<file path="src/rtl/sq_sequence_unit_if.sv">
// Write-bus side of the sequence unit: load strobe plus the WL bus.
// The bus master drives both; the sequence unit samples them.
interface sq_sequence_unit_if #(
  parameter int DW = 16
);
  logic          nisq;
  logic [DW-1:0] wl;

  modport master (
    output nisq,
    output wl
  );

  modport slave (
    input nisq,
    input wl
  );
endinterface

</file>
<file path="src/rtl/sq_sequence_unit.sv">
// Sequence register: order/quarter code, extend and interrupt flags,
// and priority insertion of a RUPT code at the instruction boundary.
module sq_sequence_unit #(
  parameter int              DW       = 16,
  parameter int              OP_W     = 3,
  parameter int              QC_W     = 2,
  parameter int              NUM_RUPT = 4,
  parameter logic [OP_W-1:0] RUPT_OP  = '0,
  parameter logic [QC_W-1:0] RUPT_QC  = '1,
  localparam int VW   = (NUM_RUPT > 1) ? $clog2(NUM_RUPT) : 1,
  localparam int NDEC = 1 << OP_W
) (
  input  logic                SIM_CLK,
  input  logic                SIM_RST,
  input  logic                gojam,
  sq_sequence_unit_if.slave   wb,
  input  logic                extpls,
  input  logic                inhpls,
  input  logic                relpls,
  input  logic                resume,
  input  logic                mnhrpt,
  input  logic [NUM_RUPT-1:0] rupt_req,
  output logic [OP_W-1:0]     sq,
  output logic [QC_W-1:0]     qc,
  output logic                sqr10,
  output logic                sqext,
  output logic [NDEC-1:0]     sq_dec,
  output logic                futext,
  output logic                inhint,
  output logic                iip,
  output logic [NUM_RUPT-1:0] rupt_pend,
  output logic                rupt_taken,
  output logic [VW-1:0]       rupt_vec
);

  localparam int QC_HI = DW - OP_W - 1;
  localparam int R10_B = DW - OP_W - QC_W - 1;

  logic [NUM_RUPT-1:0] hit;
  logic [NUM_RUPT-1:0] clr;
  logic [VW-1:0]       vec_nx;
  logic                found;
  logic                take;
  logic                wl_unused;

  assign wl_unused = ^wb.wl[R10_B-1:0];

  // lowest index wins
  always_comb begin
    hit    = '0;
    vec_nx = '0;
    found  = 1'b0;
    for (int i = 0; i < NUM_RUPT; i++) begin
      if (!found && rupt_pend[i]) begin
        found  = 1'b1;
        vec_nx = VW'(i);
        hit[i] = 1'b1;
      end
    end
  end

  // never split EXTEND from the instruction it extends
  assign take = wb.nisq & (|rupt_pend)
              & ~inhint & ~iip & ~futext
              & ~mnhrpt & ~extpls;

  assign clr = take ? hit : '0;

  always_comb begin
    sq_dec = '0;
    for (int i = 0; i < NDEC; i++) begin
      sq_dec[i] = (sq == OP_W'(i));
    end
  end

  always_ff @(posedge SIM_CLK or posedge SIM_RST) begin
    if (SIM_RST) begin
      sq         <= '0;
      qc         <= '0;
      sqr10      <= 1'b0;
      sqext      <= 1'b0;
      futext     <= 1'b0;
      inhint     <= 1'b1;
      iip        <= 1'b0;
      rupt_pend  <= '0;
      rupt_taken <= 1'b0;
      rupt_vec   <= '0;
    end else if (gojam) begin
      sq         <= '0;
      qc         <= '0;
      sqr10      <= 1'b0;
      sqext      <= 1'b0;
      futext     <= 1'b0;
      inhint     <= 1'b1;
      iip        <= 1'b0;
      rupt_pend  <= rupt_pend | rupt_req;
      rupt_taken <= 1'b0;
      rupt_vec   <= '0;
    end else begin
      rupt_pend  <= (rupt_pend | rupt_req) & ~clr;
      rupt_taken <= take;

      if (take) begin
        sq       <= RUPT_OP;
        qc       <= RUPT_QC;
        sqr10    <= 1'b0;
        sqext    <= 1'b0;
        rupt_vec <= vec_nx;
      end else if (wb.nisq) begin
        sq    <= wb.wl[DW-1 -: OP_W];
        qc    <= wb.wl[QC_HI -: QC_W];
        sqr10 <= wb.wl[R10_B];
        sqext <= futext;
      end

      if (extpls) begin
        futext <= 1'b1;
      end else if (wb.nisq && !take) begin
        futext <= 1'b0;
      end

      if (inhpls) begin
        inhint <= 1'b1;
      end else if (relpls) begin
        inhint <= 1'b0;
      end

      if (take) begin
        iip <= 1'b1;
      end else if (resume) begin
        iip <= 1'b0;
      end
    end
  end

endmodule
</file>
<file path="src/flat_wrapper.sv">
// flat-port wrapper written by rule: the top's interface ports become plain ports
module sq_sequence_unit_flat 
#(
  parameter int              DW       = 16,
  parameter int              OP_W     = 3,
  parameter int              QC_W     = 2,
  parameter int              NUM_RUPT = 4,
  parameter logic [OP_W-1:0] RUPT_OP  = '0,
  parameter logic [QC_W-1:0] RUPT_QC  = '1,
  localparam int VW   = (NUM_RUPT > 1) ? $clog2(NUM_RUPT) : 1,
  localparam int NDEC = 1 << OP_W
)
  (SIM_CLK, SIM_RST, gojam, extpls, inhpls, relpls, resume, mnhrpt, rupt_req, sq, qc, sqr10, sqext, sq_dec, futext, inhint, iip, rupt_pend, rupt_taken, rupt_vec, wb_nisq, wb_wl);
  sq_sequence_unit_if #(.DW(DW)) wb_i ();
  input  logic SIM_CLK;
  input  logic SIM_RST;
  input  logic gojam;
  input  logic extpls;
  input  logic inhpls;
  input  logic relpls;
  input  logic resume;
  input  logic mnhrpt;
  input  logic [NUM_RUPT-1:0] rupt_req;
  output logic [OP_W-1:0] sq;
  output logic [QC_W-1:0] qc;
  output logic sqr10;
  output logic sqext;
  output logic [NDEC-1:0] sq_dec;
  output logic futext;
  output logic inhint;
  output logic iip;
  output logic [NUM_RUPT-1:0] rupt_pend;
  output logic rupt_taken;
  output logic [VW-1:0] rupt_vec;
  input wire logic [$bits(wb_i.nisq)-1:0] wb_nisq;
  input wire logic [$bits(wb_i.wl)-1:0] wb_wl;
  assign wb_i.nisq = wb_nisq;
  assign wb_i.wl = wb_wl;
  sq_sequence_unit #(.DW(DW), .OP_W(OP_W), .QC_W(QC_W), .NUM_RUPT(NUM_RUPT), .RUPT_OP(RUPT_OP), .RUPT_QC(RUPT_QC)) u_core (.SIM_CLK(SIM_CLK), .SIM_RST(SIM_RST), .gojam(gojam), .wb(wb_i), .extpls(extpls), .inhpls(inhpls), .relpls(relpls), .resume(resume), .mnhrpt(mnhrpt), .rupt_req(rupt_req), .sq(sq), .qc(qc), .sqr10(sqr10), .sqext(sqext), .sq_dec(sq_dec), .futext(futext), .inhint(inhint), .iip(iip), .rupt_pend(rupt_pend), .rupt_taken(rupt_taken), .rupt_vec(rupt_vec));
endmodule
</file>
<file path="config.mk">
export PLATFORM = sky130hd
export DESIGN_NAME = sq_sequence_unit_flat
export DESIGN_NICKNAME = d
export VERILOG_FILES = /design/src/rtl/sq_sequence_unit_if.sv /design/src/rtl/sq_sequence_unit.sv /design/src/flat_wrapper.sv
export SDC_FILE = /design/constraint.sdc
export NUM_CORES = 1
export LEC_CHECK = 0
export BUFFER_PORTS_ARGS = -buffer_cell sky130_fd_sc_hd__buf_4
export CORE_UTILIZATION = 40
export CTS_BUF_LIST = sky130_fd_sc_hd__clkbuf_16
export DETAILED_ROUTE_END_ITERATION = 8
export PLACE_DENSITY = 0.78
export SLEW_MARGIN = 20
export SYNTH_ARGS = -nofsm -noshare
export SYNTH_HDL_FRONTEND = slang
export SYNTH_SLANG_ARGS = --single-unit
</file>
<file path="constraint.sdc">
create_clock -name SIM_CLK -period 1.76 [get_ports SIM_CLK]
set_input_delay 0.088 -clock SIM_CLK [delete_from_list [all_inputs] [get_ports SIM_CLK]]
set_output_delay 0.088 -clock SIM_CLK [all_outputs]
set_load 0.005 [all_outputs]
</file>
* Yosys cells after proc, flatten, opt, wreduce, memory -nomap -nowiden
Cells that the tools add are included.
** Storage, ports and cells
- Bits in registers :: 17
- Input bits :: 29
- Output and inout bits :: 25
** Operators by class
- Equality and inequality tests :: 7
- Mux-type cells :: 35
- Bitwise operators :: 14
- Reduce and logical (&&, ||, !) cells :: 15
** Operators with widths (number)
- 1-bit 2-to-1 mux :: 23
- 2-bit 2-to-1 mux :: 7
- 3-bit == test, second input constant :: 4
- 3-bit nonzero test :: 4
- 3-bit 2-to-1 mux :: 3
- 4-bit 2-to-1 mux :: 2
- 1-bit bitwise AND :: 6
- 3-bit by 2-bit == test with 1-bit output, second input constant :: 2
- 1-bit inverter :: 5
- 4-bit bitwise AND :: 1
- 1-bit logical AND :: 4
- 1-bit zero test :: 4
- 4-bit inverter :: 1
- 4-bit OR :: 1
- 4-bit OR reduction :: 1
- 3-bit by 1-bit == test with 1-bit output, second input constant :: 1
- 3-bit zero test :: 1
- 2-bit nonzero test :: 1

* Depth between registers and ports, before layout
- Depth after elaboration :: 14
- Gate-level depth with buffers :: 4
- Depth with buffers taken out :: 3

* Worst setup path after synthesis
OpenSTA, ideal clock, no wires.
- Path type :: register to register
- Start :: register u_core.iip
- End :: register u_core.sq[0]
- Library setup time :: 0.137 ns
- Arrival :: 1.457 ns
- Data required time :: 1.623 ns
- Slack :: 0.167 ns
- Stages on the path, launching flop included :: 5
- Buffers on the path :: 1
- Cells stage by stage :: dfrtp_1 or4_1 buf_2 o31ai_1 nor2_1
** On the way
- Longest elaborated chain between the ends :: 7
- Elaborated cells on any way between the ends :: 8
- Those cells by class :: mux (2); bitwise (5); reduce/logical (1)
** RTL lines
- start: declaration :: RTL line sq_sequence_unit.sv:30 : output logic iip,
- start signal: assignment :: RTL line sq_sequence_unit.sv:84 : iip <= 1'b0;
- start signal: assignment :: RTL line sq_sequence_unit.sv:95 : iip <= 1'b0;
- start signal: assignment :: RTL line sq_sequence_unit.sv:129 : iip <= 1'b1;
- 1-bit inverter * :: RTL line sq_sequence_unit.sv:64 : & ~inhint & ~iip & ~futext
- 1-bit bitwise AND * (2 in series) :: RTL line sq_sequence_unit.sv:64
- 1-bit bitwise AND * (2 in series) :: RTL line sq_sequence_unit.sv:65 : & ~mnhrpt & ~extpls;
- 3-bit 2-to-1 mux :: RTL line sq_sequence_unit.sv:103 : if (take) begin
- 3-bit 2-to-1 mux :: RTL line sq_sequence_unit.sv:88 : end else if (gojam) begin
- end signal: assignment :: RTL line sq_sequence_unit.sv:110 : sq <= wb.wl[DW-1 -: OP_W];
- end: declaration :: RTL line sq_sequence_unit.sv:23 : output logic [OP_W-1:0] sq,
Mark *: on every way between the ends. The rest lies on a longest branch, timed or not.
A chain may end at the register's enable or synchronous reset.

* Final worst setup path
- Start :: register u_core.iip
- End :: register u_core.qc[1]
** On the way
- Longest elaborated chain between the ends :: 7
- Elaborated cells on any way between the ends :: 8
- Those cells by class :: mux (2); bitwise (5); reduce/logical (1)
** RTL lines
- 1-bit inverter * :: RTL line sq_sequence_unit.sv:64
- 1-bit bitwise AND * (2 in series) :: RTL line sq_sequence_unit.sv:64
- 1-bit bitwise AND * (2 in series) :: RTL line sq_sequence_unit.sv:65
- 2-bit 2-to-1 mux :: RTL line sq_sequence_unit.sv:103
- 2-bit 2-to-1 mux :: RTL line sq_sequence_unit.sv:88
- end signal: assignment :: RTL line sq_sequence_unit.sv:111 : qc <= wb.wl[QC_HI -: QC_W];
- end: declaration :: RTL line sq_sequence_unit.sv:24 : output logic [QC_W-1:0] qc,
Marks and branches as above.

==> key figures <==
Outcome
  – Status: finished, final reports clean

STA
  – Hold Slack: 0.0367 ns
  – RSZ-0062 raised after global routing: false
  – Max-slew headroom: 59.7%
  – Post-route minimum period: 1.68 ns
  – Max-slew violation count: 0
  – Fin. Hold Viols: 0
  – Worst Skew: 0.00208 ns
  – Setup WS post-layout: 0.0794 ns
  – TNS Setup: 0 ns
  – Maximum clock frequency: 0.595 GHz
  – Final setup fails: 0
  – Least-Margin Pin Slew: 0.604 ns
  – Final Cycle Share: 95.5%

Finish
  – Fillers: 146
  – Final Non-Filler Cells: 154
  – Layout Cell Area excl Fill: 1260 sq um
  – Area of the multi-input gates: 339 sq um
  – Antenna cells: 0
  – Register area: 427 sq um
  – Layout cells sized above 1: 38.0%
  – Post-layout util: 69.7%
  – Area Growth Syn to Fin: 56.6%
  – Final #Nets: 159

Floorplan
  – Initial Util: 44.5%
  – # IOs: 54
  – Die W: 46.8 microns
  – Core area: 1800 sq um
  – Row cnt: 15
  – Die footprint: 2190 sq um
  – Die Y: 46.8 microns

Yosys
  – Synth Flop Type: dfrtp_1
  – Flops & latches, synth: 17
  – Yosys warning total: 0
  – Sequential area share after synthesis: 53.2%
  – Post-Syn Area: 802 sq um
  – Syn Nets: 110
  – Post-Syn Area per Cell: 9.90 sq um
  – Unique masters post-synth: 25
  – Post-synth EDFFs: 0
  – Cells after Synth: 81
  – Asr flop ratio synth: 100%

Drt
  – Routed wire length: 1.81 mm
  – DRT antenna net count: 0
  – 1st-pass router iterations: 4
  – DRC: 0
  – Detailed-route wire length per cell: 11.8 microns
  – Routed vias: 777
  – Vias per cell: 5.05
  – Initial DRC count: 9

Global routing
  – Total GRT Usage: 16.8%
  – GR Overflow Total: 0
  – Initial antenna violation count: 0
  – First-pass GRT wire length: 2.50 mm
  – Largest net degree at the start of global routing: 18
  – Vias in the first global route: 649

Worst setup path
  – Setup slack, reg-to-reg: 0.08 ns
  – Critical Path Start: u_core.iip
  – Required time worst endpoint: 1.92 ns
  – Crit path cell chain: or4_1 -> or3_1 -> a21oi_1
  – Reg2reg end: u_core.qc[1]
  – Worst Path Max Fanout: 6
  – Reg2Reg Depth: 3
  – CP max stage delay: 0.64 ns
  – Slowest CP cell: or4_1
  – Crit path kind: register to register
  – Worst setup SP type: register
  – Reg-to-Reg Start: u_core.iip
  – CP Capture Type: register
  – CP bufs+invs: 0
  – Worst path top cell family by delay: simple AND/OR/NAND/NOR gates
  – Crit path DAT: 1.84 ns

Clock network
  – Clk slew on worst S/H paths: 0.05 ns
  – Clk buf depth: 2
  – Inserted Clock Buffers: 3
  – H-tree depth: 1
  – Post-CTS setup buffer count: 0
  – Clk sinks: 17
  – Root Driver: clkbuf_16
  – Worst-Skew Late Latency: 0.24 ns
  – TritonCTS clock tree: done

Power and ir drop
  – Max IR drop VDD: 0.590 mV
  – Leak pwr: 0.625 nW
  – PD cells: 778 nW/um^2
  – Power Total: 0.977 mW

Worst hold path
  – Min-Delay Path Class: primary input to register
  – Worst Hold Launch: inhpls
  – Hold Path Depth: 3
  – Hold EP: u_core.inhint

Placed design
  – HPWL after DPL: 1.40 mm
  – Gpl congestion: 0.824
  – Port bufs: 43
  – Dpl cells: 148
  – Placed inst area: 1160 sq um
  – Pre-CTS setup slack: 0.0926 ns

Flow run
  – Max_cap viols: 0
==> area by class of cell <==
type / count / share of cell area, %
Sequential cell: 17 / 34.0
Timing Repair Buffer: 47 / 28.5
Multi-Input combinational cell: 55 / 27.0
Clock buffer: 3 / 5.98
Tap cell: 25 / 2.49
Inverter: 6 / 1.79
Clock inverter: 1 / 0.299
==> Yosys cell counts, drive strengths merged, types with 2 or more instances <==
library cell,number,share of area (%)
mux2i,7,8.7
buf,2,1.2
nor4,2,1.6
and3b,2,2.2
nor2,14,6.6
o211ai,2,1.9
o31ai,2,1.9
a31oi,2,1.6
dfrtp,16,50
nor3,3,1.9
nor3b,3,2.8
a21oi,8,5.0
inv,6,2.8
==> cell usage in the layout, fill, tap and decap left out, types with 2 or more instances in the layout <==
cell | synthesis | layout
inv_1 | 6 | 7
nor3_1 | 3 | 3
a21oi_1 | 8 | 8
o211ai_1 | 2 | 2
nor2_1 | 14 | 14
o31ai_1 | 2 | 2
dlygate4sd3_1 | 0 | 2
nor4_1 | 2 | 2
and3b_1 | 2 | 2
buf_4 | 0 | 45
a31oi_1 | 2 | 2
mux2i_1 | 7 | 7
nor3b_1 | 3 | 3
dfrtp_1 | 16 | 16
clkbuf_16 | 0 | 3
==> power by group <==
group          leakage [nW]  internal (mW)  total [mW]  switching [mW]
logic                 0.375         0.0731       0.121          0.0482
registers             0.207          0.405       0.421          0.0152
clock network        0.0423          0.301       0.435           0.135
total                 0.625          0.779       0.977           0.198
==> state kept, by name (all words and copies together) (netlist names) <==
name,cells
u_core.rupt_pend,4
u_core.rupt_taken,1
u_core.sqr10,1
u_core.futext,1
u_core.inhint,1
u_core.sqext,1
u_core.iip,1
u_core.rupt_vec,2
u_core.qc,2
u_core.sq,3
==> cell families after synthesis <==
| group | after synthesis | synth area share [%] |
|---|---|---|
| AOI/OAI and AO/OA | 16 | 12.0 |
| buffers and inverters | 9 | 4.52 |
| DFF | 17 | 53.2 |
| muxes | 7 | 8.74 |
| and+or+nand+nor | 32 | 21.5 |
==> worst reg2reg max path: cells and delay by family (launching register included) <==
kind               cells  cell delay (ns)
AOI/OAI and AO/OA      1             0.17
and+or+nand+nor        2             1.03
DFF                    1             0.40
==> how the worst max path moves through the flow <==
stage | endpoint | slack [ns] | cells after the start
after floorplan | u_core.sq[0] | 0.17 | 4
after global placement | u_core.iip | 0.15 | 3
after detailed placement | u_core.qc[1] | 0.09 | 3
after CTS | u_core.qc[1] | 0.07 | 3
after global routing | u_core.qc[1] | 0.03 | 3
final | u_core.qc[1] | 0.08 | 3
==> routing by layer <==
metal	vias up	global-route usage, %	share of wire [%]
met4	0	10.3	2.0
met2	38	31.7	50
li1	383	-	-
met3	5	3.46	7.6
met5	-	0	0
met1	351	16.5	41
==> repair_timing <==
action | 4_1_cts | 5_1_grt
gates resized for setup | 0 | 0
hold buffers | 2 | 0
endpoints found under the hold margin | 17 | 0
No activity file was read; power rests on OpenSTA's default activity.
